===== src/rtl/fetch_unit.sv =====
// Instruction-fetch stage: owns the PC, fetches over a req/rvalid handshake,
// holds each instruction until acknowledged, and traps on misaligned targets.
module fetch_unit #(
  parameter logic [31:0] RESET_PC = 32'h0000_0000
) (
  input  logic        clk,
  input  logic        reset,
  output logic        imem_req,
  output logic [31:0] imem_addr,
  input  logic        imem_rvalid,
  input  logic [31:0] imem_rdata,
  output logic [31:0] instr,
  output logic        instr_valid,
  output logic [6:0]  opcode,
  output logic [2:0]  funct3,
  output logic        funct7bit5,
  output logic [31:0] pc,
  output logic [31:0] pc_plus4,
  input  logic        instr_ack,
  input  logic        PCSrc,
  input  logic        jalr,
  input  logic [31:0] pc_target,
  input  logic [31:0] alu_result,
  output logic        trap,
  output logic [31:0] trap_addr,
  output logic [31:0] retired
);

  localparam logic [31:0] NOP = 32'h0000_0013;

  typedef enum logic [1:0] {
    FETCH,
    HOLD,
    TRAP
  } state_e;

  state_e      state_q, state_d;
  logic [31:0] pc_q, pc_d;
  logic [31:0] instr_q, instr_d;
  logic        trap_q, trap_d;
  logic [31:0] trap_addr_q, trap_addr_d;
  logic [31:0] retired_q, retired_d;

  logic [31:0] seq_pc;
  logic [31:0] redirect_pc;
  logic [31:0] next_pc;

  // State register
  always_ff @(posedge clk) begin
    if (reset) begin
      state_q     <= FETCH;
      pc_q        <= RESET_PC;
      instr_q     <= NOP;
      trap_q      <= 1'b0;
      trap_addr_q <= '0;
      retired_q   <= '0;
    end else begin
      state_q     <= state_d;
      pc_q        <= pc_d;
      instr_q     <= instr_d;
      trap_q      <= trap_d;
      trap_addr_q <= trap_addr_d;
      retired_q   <= retired_d;
    end
  end

  // Next-state and next-datapath logic
  always_comb begin
    seq_pc      = pc_q + 32'd4;
    // jalr target has its LSB forced to zero before the alignment check
    redirect_pc = jalr ? (alu_result & 32'hFFFF_FFFE) : pc_target;
    next_pc     = PCSrc ? redirect_pc : seq_pc;

    state_d     = state_q;
    pc_d        = pc_q;
    instr_d     = instr_q;
    trap_d      = trap_q;
    trap_addr_d = trap_addr_q;
    retired_d   = retired_q;

    case (state_q)
      FETCH: begin
        if (imem_rvalid) begin
          instr_d = imem_rdata;
          state_d = HOLD;
        end
      end
      HOLD: begin
        if (instr_ack) begin
          retired_d = retired_q + 32'd1;
          if (next_pc[1:0] == 2'b00) begin
            pc_d    = next_pc;
            state_d = FETCH;
          end else begin
            trap_d      = 1'b1;
            trap_addr_d = next_pc;
            state_d     = TRAP;
          end
        end
      end
      TRAP: begin
        state_d = TRAP;
      end
      default: begin
        state_d = FETCH;
      end
    endcase
  end

  // Output logic
  always_comb begin
    imem_req    = (state_q == FETCH);
    imem_addr   = pc_q;
    instr_valid = (state_q == HOLD);
    instr       = instr_q;
    opcode      = instr_q[6:0];
    funct3      = instr_q[14:12];
    funct7bit5  = instr_q[30];
    pc          = pc_q;
    pc_plus4    = pc_q + 32'd4;
    trap        = trap_q;
    trap_addr   = trap_addr_q;
    retired     = retired_q;
  end

endmodule


===== config.mk =====
export PLATFORM = sky130hd
export DESIGN_NAME = fetch_unit
export DESIGN_NICKNAME = d
export VERILOG_FILES = /design/src/rtl/fetch_unit.sv
export SDC_FILE = /design/constraint.sdc
export NUM_CORES = 1
export LEC_CHECK = 0
export ABC_AREA = 1
export CAP_MARGIN = 20
export CORE_ASPECT_RATIO = 1.1
export CORE_MARGIN = 3
export CORE_UTILIZATION = 46
export CTS_CLUSTER_DIAMETER = 50
export DETAILED_ROUTE_END_ITERATION = 10
export GPL_TIMING_DRIVEN = 1
export PLACE_DENSITY = 0.82
export SYNTH_ARGS = -nofsm -noshare
export SYNTH_HDL_FRONTEND = slang
export SYNTH_SLANG_ARGS = --single-unit

===== constraint.sdc =====
create_clock -name clk -period 3.3 [get_ports clk]
set_clock_uncertainty 0.1 [all_clocks]
set_input_delay 0.66 -clock clk [delete_from_list [all_inputs] [get_ports clk]]
set_output_delay 0.66 -clock clk [all_outputs]
set_load 0.05 [all_outputs]

**After elaboration in Yosys (flattened, before gate mapping)**

Index checks and enable logic that the tools add are counted.

- Word-level logic and storage cells: 26
- Flip-flop bits (word level): 131
- Bits of input ports: 102

- Reductions and logical operators: 7
- $add $sub $neg: 2
- Eq/ne operators: 4
- Bitwise operators: 1
- Multiplexer cells: 6

Operators with widths:

| kind | number |
|---|---|
| $mux W32 | 2 |
| $add A32 B1 Y32 const B | 1 |
| $add A32 B3 Y32 const B | 1 |
| $mux W2 | 3 |
| $pmux W2 S3 | 1 |
| $reduce_and A2 Y1 | 3 |
| $reduce_and A3 Y1 | 2 |
| $logic_not A2 Y1 | 2 |
| $ne A2 B1 Y1 const B | 2 |
| $eq A2 B1 Y1 const B | 1 |
| $eq A2 B2 Y1 const B | 1 |
| $not A1 Y1 | 1 |

**Logic depth before layout (Yosys ltp)**

Gate-level depths: netlist of run 1.

- Word-level depth: 6
- Gate-level depth with buffers: 12
- Mapped depth without buffers: 12

**Worst setup path after synthesis of run 1**

Ideal clock, no wire load.

- Path type: register to output
- Start: register pc_q[2], in the netlist imem_addr[2]
- End: output port pc_plus4[15]
- Data arrival time: 2,437 ps
- Stages on the path, launching flop included: 6
- Setup slack: 103 ps
- Cell sequence: dfxtp_1 inv_1 nor2_2 nand2_1 nor2_2 xor2_1

- Word-level cells in the longest chain between the ends: 1

Ends and longest elaborated chain:

| item | line | RTL |
|---|---|---|
| from (decl) | 38 | `logic [31:0] pc_q, pc_d;` |
| from (signal assigned) | 59 | `pc_q <= pc_d;` |
| $add A32 B3 Y32 | 120 | `pc_plus4 = pc_q + 32'd4;` |
| to (decl) | 18 | `output logic [31:0] pc_plus4,` |

No other way between the ends.

**Worst setup path after layout of run 1**

- Start: register pc_q[4], in the netlist imem_addr[4]
- End: output port pc_plus4[8]

Same word-level chain as after synthesis.

==> results of run 1 <==
## layer usage
| metal | track usage | vias up | part of all wire |
|---|---|---|---|
| li1 | - | 3979 | - |
| met1 | 0.3154 | 3582 | 0.39 |
| met2 | 0.4643 | 329 | 0.50 |
| met3 | 0.07522 | 49 | 0.080 |
| met4 | 0.09518 | 0 | 0.028 |
| met5 | 0 | - | 0 |
## Yosys cell counts, types with 2 or more instances
cell type | count | area [um^2]
a21oi_1 | 24 | 120.1
buf_2 | 11 | 55.05
xor2_1 | 14 | 122.6
buf_4 | 45 | 337.8
nor2_1 | 274 | 1028
nor3b_2 | 2 | 25.02
nand3b_1 | 4 | 30.03
dfxtp_1 | 131 | 2623
inv_2 | 5 | 18.77
and2_1 | 5 | 31.28
nand2_1 | 254 | 953.4
ha_1 | 2 | 25.02
nand2_2 | 4 | 25.02
xnor2_1 | 5 | 43.79
a21oi_2 | 8 | 70.07
buf_6 | 3 | 33.78
nor3_1 | 6 | 30.03
nand3_1 | 74 | 370.4
o21ai_0 | 89 | 445.4
and3_1 | 2 | 12.51
nand4_1 | 2 | 12.51
or2_2 | 2 | 12.51
buf_1 | 3 | 11.26
nor2_4 | 6 | 67.56
o21a_1 | 9 | 67.56
clkbuf_1 | 28 | 105.1
nor2_2 | 13 | 81.33
inv_1 | 87 | 326.6
## final cells by class
cell class / instances / area share
Multi-Input combinational cell: 814 / 0.3468
Timing Repair Buffer: 319 / 0.2953
Sequential cell: 131 / 0.2441
Clock buffer: 20 / 0.04345
Inverter: 94 / 0.03308
Tap cell: 196 / 0.02283
Clock inverter: 9 / 0.01444
## sequential cells by signal, summed over array words and instances (netlist names)
register,cells
imem_addr,32
instr,32
retired,32
state_q,2
trap,1
trap_addr,32
## stage by stage
stage                     area (um^2)    util  setup slack [ns]  hold WS, ns
after floorplan                  7246       -            0.1033       0.5299
after global placement          10120  0.6647            0.3894       0.3488
after detailed placement        10120  0.6647            0.3554       0.3519
after CTS                       10730  0.7048           0.02708       0.3611
after global routing            10740  0.7052          0.008127       0.3858
final                           10740  0.7052           0.08185       0.3548
## path summary, 6_finish.rpt
kind | from | endpoint | slack, ns | depth (start not counted)
setup / recovery | imem_addr[4]$_SDFFE_PP0P_ | pc_plus4[8] | 0.08 | 5
hold / removal | trap_addr[1]$_SDFFE_PP0P_ | trap_addr[1]$_SDFFE_PP0P_ | 0.35 | 2
setup reg to reg | imem_addr[2]$_SDFFE_PP0P_ | trap_addr[12]$_SDFFE_PP0P_ | 1.02 | 10
hold reg to reg | trap_addr[1]$_SDFFE_PP0P_ | trap_addr[1]$_SDFFE_PP0P_ | 0.35 | 2
## cells by family (layout without fill, tap and decap cells)
family,count (synthesis),in the layout,share of synthesized area
AOI/OAI and AO/OA,138,138,0.1052
xor gates and xnor gates,20,20,0.02521
adders and majority gates,2,2,0.003453
buffers and inverters,184,442,0.1240
DFF,131,131,0.3619
and+or+nand+nor,654,654,0.3802
## worst reg2reg max path, cell delays in order (launching register included)
cell and delay, ns:
dfxtp_1 0.44, ha_1 0.27, inv_1 0.09, nor2_2 0.17
nand2_2 0.14, nor2_2 0.20, xor2_1 0.48, nand2_1 0.14
nand3_1 0.10, nand2_1 0.05, inv_1 0.04
## report_power, final
group	switching [W]	total [W]	internal [W]
sequential	0.0000642	0.00172	0.00166
combinational	0.000717	0.00111	0.000393
clock	0.000694	0.00200	0.00131
total	0.00148	0.00484	0.00336
## repair_timing
item | CTS | global route
buffers inserted | 0 | 0
endpoints found under the setup margin | 9 | 3
gates resized for setup | 9 | 3
==> impl_metrics.tcl, run 1 <==
set metrics [dict create \
    status "completed" \
    die_w_um 125.7 \
    critPathRequiredTime_ns 2.54 \
    worstPathCellList "nand2_1 -> nor2_1 -> nand2_1 -> xnor2_1 -> clkdlybuf4s50_1" \
    worstSetupStartpointType "flop" \
    period_share 0.9752 \
    rsz0062_at_grt "false" \
    dpl.hpwl_mm 17.78 \
    gp_congestion 0.9444 \
    grt_pass1_wl_mm 36.96 \
    dieArea_mm2 0.01730 \
    endpoint_kind "output port" \
    mostFrequentLayoutCells "281 x clkdlybuf4s50_1, 274 x nor2_1, 254 x nand2_1" \
    area_delta_synth_final_pct 48.25 \
    syn-mean-instance-area_um2 6.418 \
    cp_slowest_cell "clkdlybuf4s50_1" \
    avgRoutedWirePerCell_um 15.22 \
    worst_pin_slew_ns 0.7649 \
    via_count 7939 \
    first_pass_iters 5 \
    antenna_cells 0 \
    io-pin-count 308 \
    cp_top_family "buffers and inverters" \
    nets 1481 \
    final_cells 1583 \
    arrival_ns 2.46 \
    postCtsHoldBufs 0 \
    drc 0 \
    syn_nets 1233 \
    regArea_mm2 0.002623 \
    clockBufferDepth 2 \
    relSlewSlack 0.4900 \
    path_max_fanout 6 \
    power.total_w 0.004838 \
    dp_cells 1554 \
    portBuffers 306 \
    vdd_ir_drop_max_mv 0.3555 \
    overflow 0 \
    path_common_cell "nand2_1" \
    synthesis.area_mm2 0.007246 \
    cts_buffers 17 \
    synth_edf_count 0 \
    drt_wl_total_mm 24.09 \
    p_per_area_mw_per_mm2 450.4 \
    clkSinkCount 131 \
    cts_root_buffer "clkbuf_16" \
    cpPeakStageDelay_ns 0.87 \
    worstSkewPairLatency_ns 0.41 \
    critPathBufInv 1 \
    yosys_warnings 0 \
    drive_above_1_share 0.07498 \
    yosysSeqAreaShare 0.3619 \
    vias_per_cell 5.015 \
    drtAntennaViolNets 0 \
    synth_flop_cell "dfxtp_1" \
    clkTransAtPathRegs_ns 0.06 \
    final_common_cell "clkdlybuf4s50_1" \
    final-hold-violation-count 0 \
    antenna_found_initial 0 \
    grt_max_degree 61 \
    drtIter0Drc 597 \
    post_synth_inst_count 1129 \
    multiInputGateArea_mm2 0.003725 \
    hold_class "flop to flop" \
    synth.distinct_cells 45 \
    fin_tns_setup_ns 0 \
    first_global_vias 7190 \
    ys_ff_latch 131 \
    min_period_ns 3.218 \
    p_leak_nw 4.413 \
    timing.max_cap.violations 0 \
    nFillCells 1273 \
    fmax_mhz 310.7 \
    critPathKind "flop to output port" \
    cts_tree "yes" \
    synth-async-reset-ratio 0 \
    initial_core_util 0.4757 \
    gr-usage-all-layers 0.2666 \
    die_h_um 137.6 \
    htree_levels 4 \
    core_area_mm2 0.01523 \
    core.rowCount 47 \
    drv_slew 0 \
    final-setup-viol-count 0 \
]
Power figures use the tool's default switching activity.
==> inputs of run 2 (changes only) <==
--- a/config.mk
+++ b/config.mk
@@ -9,11 +9,11 @@
 export CAP_MARGIN = 20
 export CORE_ASPECT_RATIO = 1.1
 export CORE_MARGIN = 3
-export CORE_UTILIZATION = 46
+export CORE_UTILIZATION = 45
 export CTS_CLUSTER_DIAMETER = 50
 export DETAILED_ROUTE_END_ITERATION = 10
 export GPL_TIMING_DRIVEN = 1
-export PLACE_DENSITY = 0.82
+export PLACE_DENSITY = 0.8
 export SYNTH_ARGS = -nofsm -noshare
 export SYNTH_HDL_FRONTEND = slang
 export SYNTH_SLANG_ARGS = --single-unit
==> impl_metrics.tcl, run 2 (synthesis gave the netlist of run 1 again) <==
set metrics [dict create \
    status "completed" \
    area_delta_synth_final_pct 48.35 \
    cp_slowest_cell "clkdlybuf4s50_1" \
    r2r_slack_ns 1.29 \
    antenna_cells 0 \
    cts_root_buffer "clkbuf_16" \
    die_h_um 139.1 \
    cpPeakStageDelay_ns 0.85 \
    vias_per_cell 5.037 \
    vdd_ir_drop_max_mv 0.3238 \
    dieArea_mm2 0.01766 \
    htree_levels 4 \
    path_max_fanout 6 \
    antenna_found_initial 0 \
    clkSinkCount 131 \
    drtAntennaViolNets 0 \
    dpl.hpwl_mm 17.60 \
    rsz0062_at_grt "false" \
    first_pass_iters 5 \
    die_w_um 127.0 \
    worstHoldStart "trap_addr[1]$_SDFFE_PP0P_" \
    critPathKind "flop to output port" \
    relSlewSlack 0.5071 \
    timing.max_cap.violations 0 \
    drive_above_1_share 0.07271 \
    power.total_w 0.004913 \
    fmax_mhz 315.4 \
    hold_class "flop to flop" \
    min_period_ns 3.171 \
    clockBufferDepth 2 \
    drv_slew 0 \
    dpl_worst_slack_ns 0.3662 \
    crit_start "imem_addr[2]$_SDFFE_PP0P_" \
    r2r-start "imem_addr[2]$_SDFFE_PP0P_" \
    initial_core_util 0.4605 \
    cts_buffers 17 \
    worst_pin_slew_ns 0.7394 \
    core_area_mm2 0.01574 \
    cts_tree "yes" \
    critPathRequiredTime_ns 2.54 \
    period_share 0.9609 \
    first_global_vias 7496 \
    clkTransAtPathRegs_ns 0.06 \
    final-setup-viol-count 0 \
    nets 1481 \
    arrival_ns 2.41 \
    grt_pass1_wl_mm 37.78 \
    grt_max_degree 61 \
    worstSetupStartpointType "flop" \
    overflow 0 \
    drc 0 \
    fin_tns_setup_ns 0 \
    io-pin-count 308 \
    setup_ws_ns 0.1291 \
    gr-usage-all-layers 0.2646 \
    worstSkewPairLatency_ns 0.42 \
    via_count 8004 \
    critPathBufInv 2 \
    core.rowCount 48 \
    final-hold-violation-count 0 \
    drtIter0Drc 407 \
    endpoint_kind "output port" \
    mostFrequentLayoutCells "282 x clkdlybuf4s50_1, 274 x nor2_1, 254 x nand2_1" \
    worstPathCellList "ha_1 -> inv_1 -> nor2_2 -> xor2_1 -> clkdlybuf4s50_1" \
    final_common_cell "clkdlybuf4s50_1" \
    portBuffers 306 \
    avgRoutedWirePerCell_um 15.06 \
    gp_congestion 0.9416 \
    drt_wl_total_mm 23.93 \
    p_leak_nw 4.431 \
    cp_top_family "buffers and inverters" \
    postCtsHoldBufs 0 \
    p_per_area_mw_per_mm2 457.0 \
]
==> run 2: area by class of cell <==
type,count,area (um^2)
Sequential cell,131,2623
Timing Repair Buffer,319,3154
Fill cell,1397,4986
Inverter,94,355.3
Multi-Input combinational cell,814,3725
Tap cell,200,250.2
Clock buffer,22,464.2
Clock inverter,9,177.7
==> run 2: final timing paths <==
kind	endpoint	cells past startpoint
worst max-delay path	pc_plus4[6]	5
worst min-delay path	trap_addr[1]$_SDFFE_PP0P_	2
worst max register to register	trap_addr[30]$_SDFFE_PP0P_	12
worst min register to register	trap_addr[1]$_SDFFE_PP0P_	2
==> run 2: routing by layer <==
metal / wire [um] / GRT usage / part of all wire / vias to the layer above
met5: 0 / 0 / 0 / -
li1: - / - / - / 3989
met3: 1863 / 0.07473 / 0.078 / 52
met1: 9373 / 0.3059 / 0.39 / 3630
met2: 11890 / 0.4585 / 0.50 / 333
met4: 804 / 0.1062 / 0.034 / 0
==> run 2: through the flow <==
step	utilization	cells	instance area, um^2	hold WS (ns)
detailed placement	0.6424	1558	10110	0.3517
floorplan	-	1129	7246	0.5299
finish	0.6831	1589	10750	0.3604
global route	0.6831	1589	10750	0.3718
global placement	0.6424	1558	10110	0.3491
CTS	0.6825	1589	10740	0.3609
==> run 2: tightest hold or removal path: cells and delay by family, from the launching register on <==
| family | cells | cell delay (ns) |
|---|---|---|
| AO/OA/AOI/OAI | 1 | 0.05 |
| flip-flops | 1 | 0.31 |
| AND/OR/NAND/NOR | 1 | 0.06 |
==> run 2: report_power, final <==
group	internal (W)	leakage, nW	switching (W)
combinational	0.000391	3.06	0.000713
sequential	0.00166	1.07	0.0000647
clock	0.00138	0.302	0.000709
total	0.00343	4.43	0.00149
==> run 2: what timing repair did <==
item | 4_1_cts | 5_1_grt
endpoints found under the setup margin | 9 | 4
gates cloned | 0 | 0
endpoints found under the hold margin | 0 | 0
setup buffers | 0 | 0
gates resized for setup | 9 | 4
pin swaps | 0 | 0
==> inputs of run 3 (changes only) <==
--- a/config.mk
+++ b/config.mk
@@ -7,7 +7,7 @@
 export LEC_CHECK = 0
 export ABC_AREA = 1
 export CAP_MARGIN = 20
-export CORE_ASPECT_RATIO = 1.1
+export CORE_ASPECT_RATIO = 1.5
 export CORE_MARGIN = 3
 export CORE_UTILIZATION = 45
 export CTS_CLUSTER_DIAMETER = 50
==> impl_metrics.tcl, run 3 (synthesis gave the netlist of run 1 again) <==
set metrics [dict create \
    vias_per_cell 4.965 \
    io-pin-count 308 \
    cts_buffers 17 \
    met2_length_mm 12.68 \
    timing.max_cap.violations 0 \
    dr_wl_met3_mm 1.960 \
    hold_class "flop to flop" \
    drtAntennaViolNets 0 \
    htree_levels 4 \
    final-hold-violation-count 0 \
    nets 1483 \
    portBuffers 306 \
    avgRoutedWirePerCell_um 15.57 \
    min_period_ns 3.131 \
    die_h_um 161.4 \
    fmax_mhz 319.4 \
    rsz0062_at_grt "false" \
    r2r-start "imem_addr[2]$_SDFFE_PP0P_" \
    endpoint_kind "output port" \
    worstSetupStartpointType "flop" \
    core.rowCount 56 \
    fin_util 0.6840 \
    worstSkewPairLatency_ns 0.41 \
    dieArea_mm2 0.01769 \
    dpl.hpwl_mm 18.69 \
    drv_slew 0 \
    gp_congestion 0.9337 \
    core_area_mm2 0.01570 \
    drive_above_1_share 0.07830 \
    area_delta_synth_final_pct 48.16 \
    clockBufferDepth 2 \
    r2r_slack_ns 1.23 \
    first_pass_iters 5 \
    endpoint "pc_plus4[21]" \
    rr_worst_depth 12 \
    clkSinkCount 131 \
    final-setup-viol-count 0 \
    drc 0 \
    die_w_um 109.6 \
    relSlewSlack 0.4713 \
    cts_root_buffer "clkbuf_16" \
    p_per_area_mw_per_mm2 438.7 \
    gr-usage-all-layers 0.2745 \
    worst_pin_slew_ns 0.7930 \
    grt_pass1_wl_mm 38.07 \
    period_share 0.9487 \
    path_max_fanout 6 \
    nFillCells 1409 \
    cts_tree "yes" \
    final_common_cell "clkdlybuf4s50_1" \
    status "completed" \
    drt_wl_total_mm 24.83 \
    fin_tns_setup_ns 0 \
    overflow 0 \
    clkTransAtPathRegs_ns 0.06 \
    critPathRequiredTime_ns 2.54 \
    grt_max_degree 61 \
    vdd_ir_drop_max_mv 0.3633 \
    antenna_found_initial 0 \
    via_count 7919 \
    p_leak_nw 4.434 \
    mostFrequentLayoutCells "279 x clkdlybuf4s50_1, 274 x nor2_1, 254 x nand2_1" \
    r2r-end "trap_addr[20]$_SDFFE_PP0P_" \
    postCtsHoldBufs 0 \
    arrival_ns 2.37 \
    top_layer_used "met4" \
    wl_met1_mm 9.185 \
    antenna_cells 0 \
    first_global_vias 7578 \
    drtIter0Drc 355 \
    critPathKind "flop to output port" \
    crit_start "imem_addr[4]$_SDFFE_PP0P_" \
    initial_core_util 0.4617 \
]
run 3: cell count changes in the layout (fill, tap and decap cells not counted), sizes merged, moves of 2 or more:
cell           delta
clkbuf            -3
clkdlybuf4s50     -3
buf               +6
clkinv            +2
dlygate4sd2       -2
inv               +4
bufinv            -3
run 3: area by class of cell:
cell class	count	area (um^2)	area share
Inverter	94	355.3	0.03310
Clock buffer	19	432.9	0.04033
Sequential cell	131	2623	0.2443
Clock inverter	13	151.4	0.01410
Multi-Input combinational cell	814	3730	0.3474
Timing Repair Buffer	321	3189	0.2971
Tap cell	203	254.0	0.02366
run 3: timing repair:
action | 4_1_cts | 5_1_grt
buffers inserted | 0 | 0
resized for setup | 7 | 5
endpoints found under the hold margin | 0 | 0
setup endpoints to repair | 7 | 5
run 3: power by group:
group	leakage, nW	internal (W)	total (W)	switching, W
clock network	0.271	0.00113	0.00187	0.000748
registers	1.07	0.00166	0.00172	0.0000643
logic	3.10	0.000394	0.00111	0.000718
total	4.43	0.00318	0.00471	0.00153
run 3: critical path, cell delays in order (launching register included):
cell and delay, ns:
dfxtp_1 0.47, nand2_1 0.10, nor2_2 0.22, nand2_2 0.18, nor2_4 0.25, nand3_1 0.11, nand2_1 0.10, dlygate4sd2_1 0.54
run 3: through the flow:
stage	power [W]	setup slack (ns)	hold slack [ns]	std cells	cell area (um^2)
final	0.004710	0.1694	0.3649	1595	10740
after global routing	0.004886	0.01729	0.3869	1595	10740
after CTS	0.004746	0.04175	0.3666	1595	10720
after floorplan	0.002464	0.1033	0.5299	1129	7246
after detailed placement	0.002874	0.3465	0.3562	1563	10150
after global placement	0.002861	0.3888	0.3473	1563	10150
run 3: routing by layer:
| layer | vias to the layer above | track usage |
|---|---|---|
| li1 | 4000 | - |
| met1 | 3558 | 0.2970 |
| met2 | 305 | 0.4844 |
| met3 | 56 | 0.07757 |
| met4 | 0 | 0.1265 |
| met5 | - | 0 |
run 3: worst min-delay path by stage:
stage                                          from                         to  depth (start not counted)
final                     trap_addr[3]$_SDFFE_PP0P_  trap_addr[3]$_SDFFE_PP0P_                          2
after global routing      trap_addr[3]$_SDFFE_PP0P_  trap_addr[3]$_SDFFE_PP0P_                          2
after CTS                 trap_addr[3]$_SDFFE_PP0P_  trap_addr[3]$_SDFFE_PP0P_                          2
after detailed placement  trap_addr[0]$_SDFFE_PP0P_  trap_addr[0]$_SDFFE_PP0P_                          2
after global placement    trap_addr[0]$_SDFFE_PP0P_  trap_addr[0]$_SDFFE_PP0P_                          2
after floorplan             state_q[1]$_SDFFE_PP0P_    state_q[1]$_SDFFE_PP0P_                          3
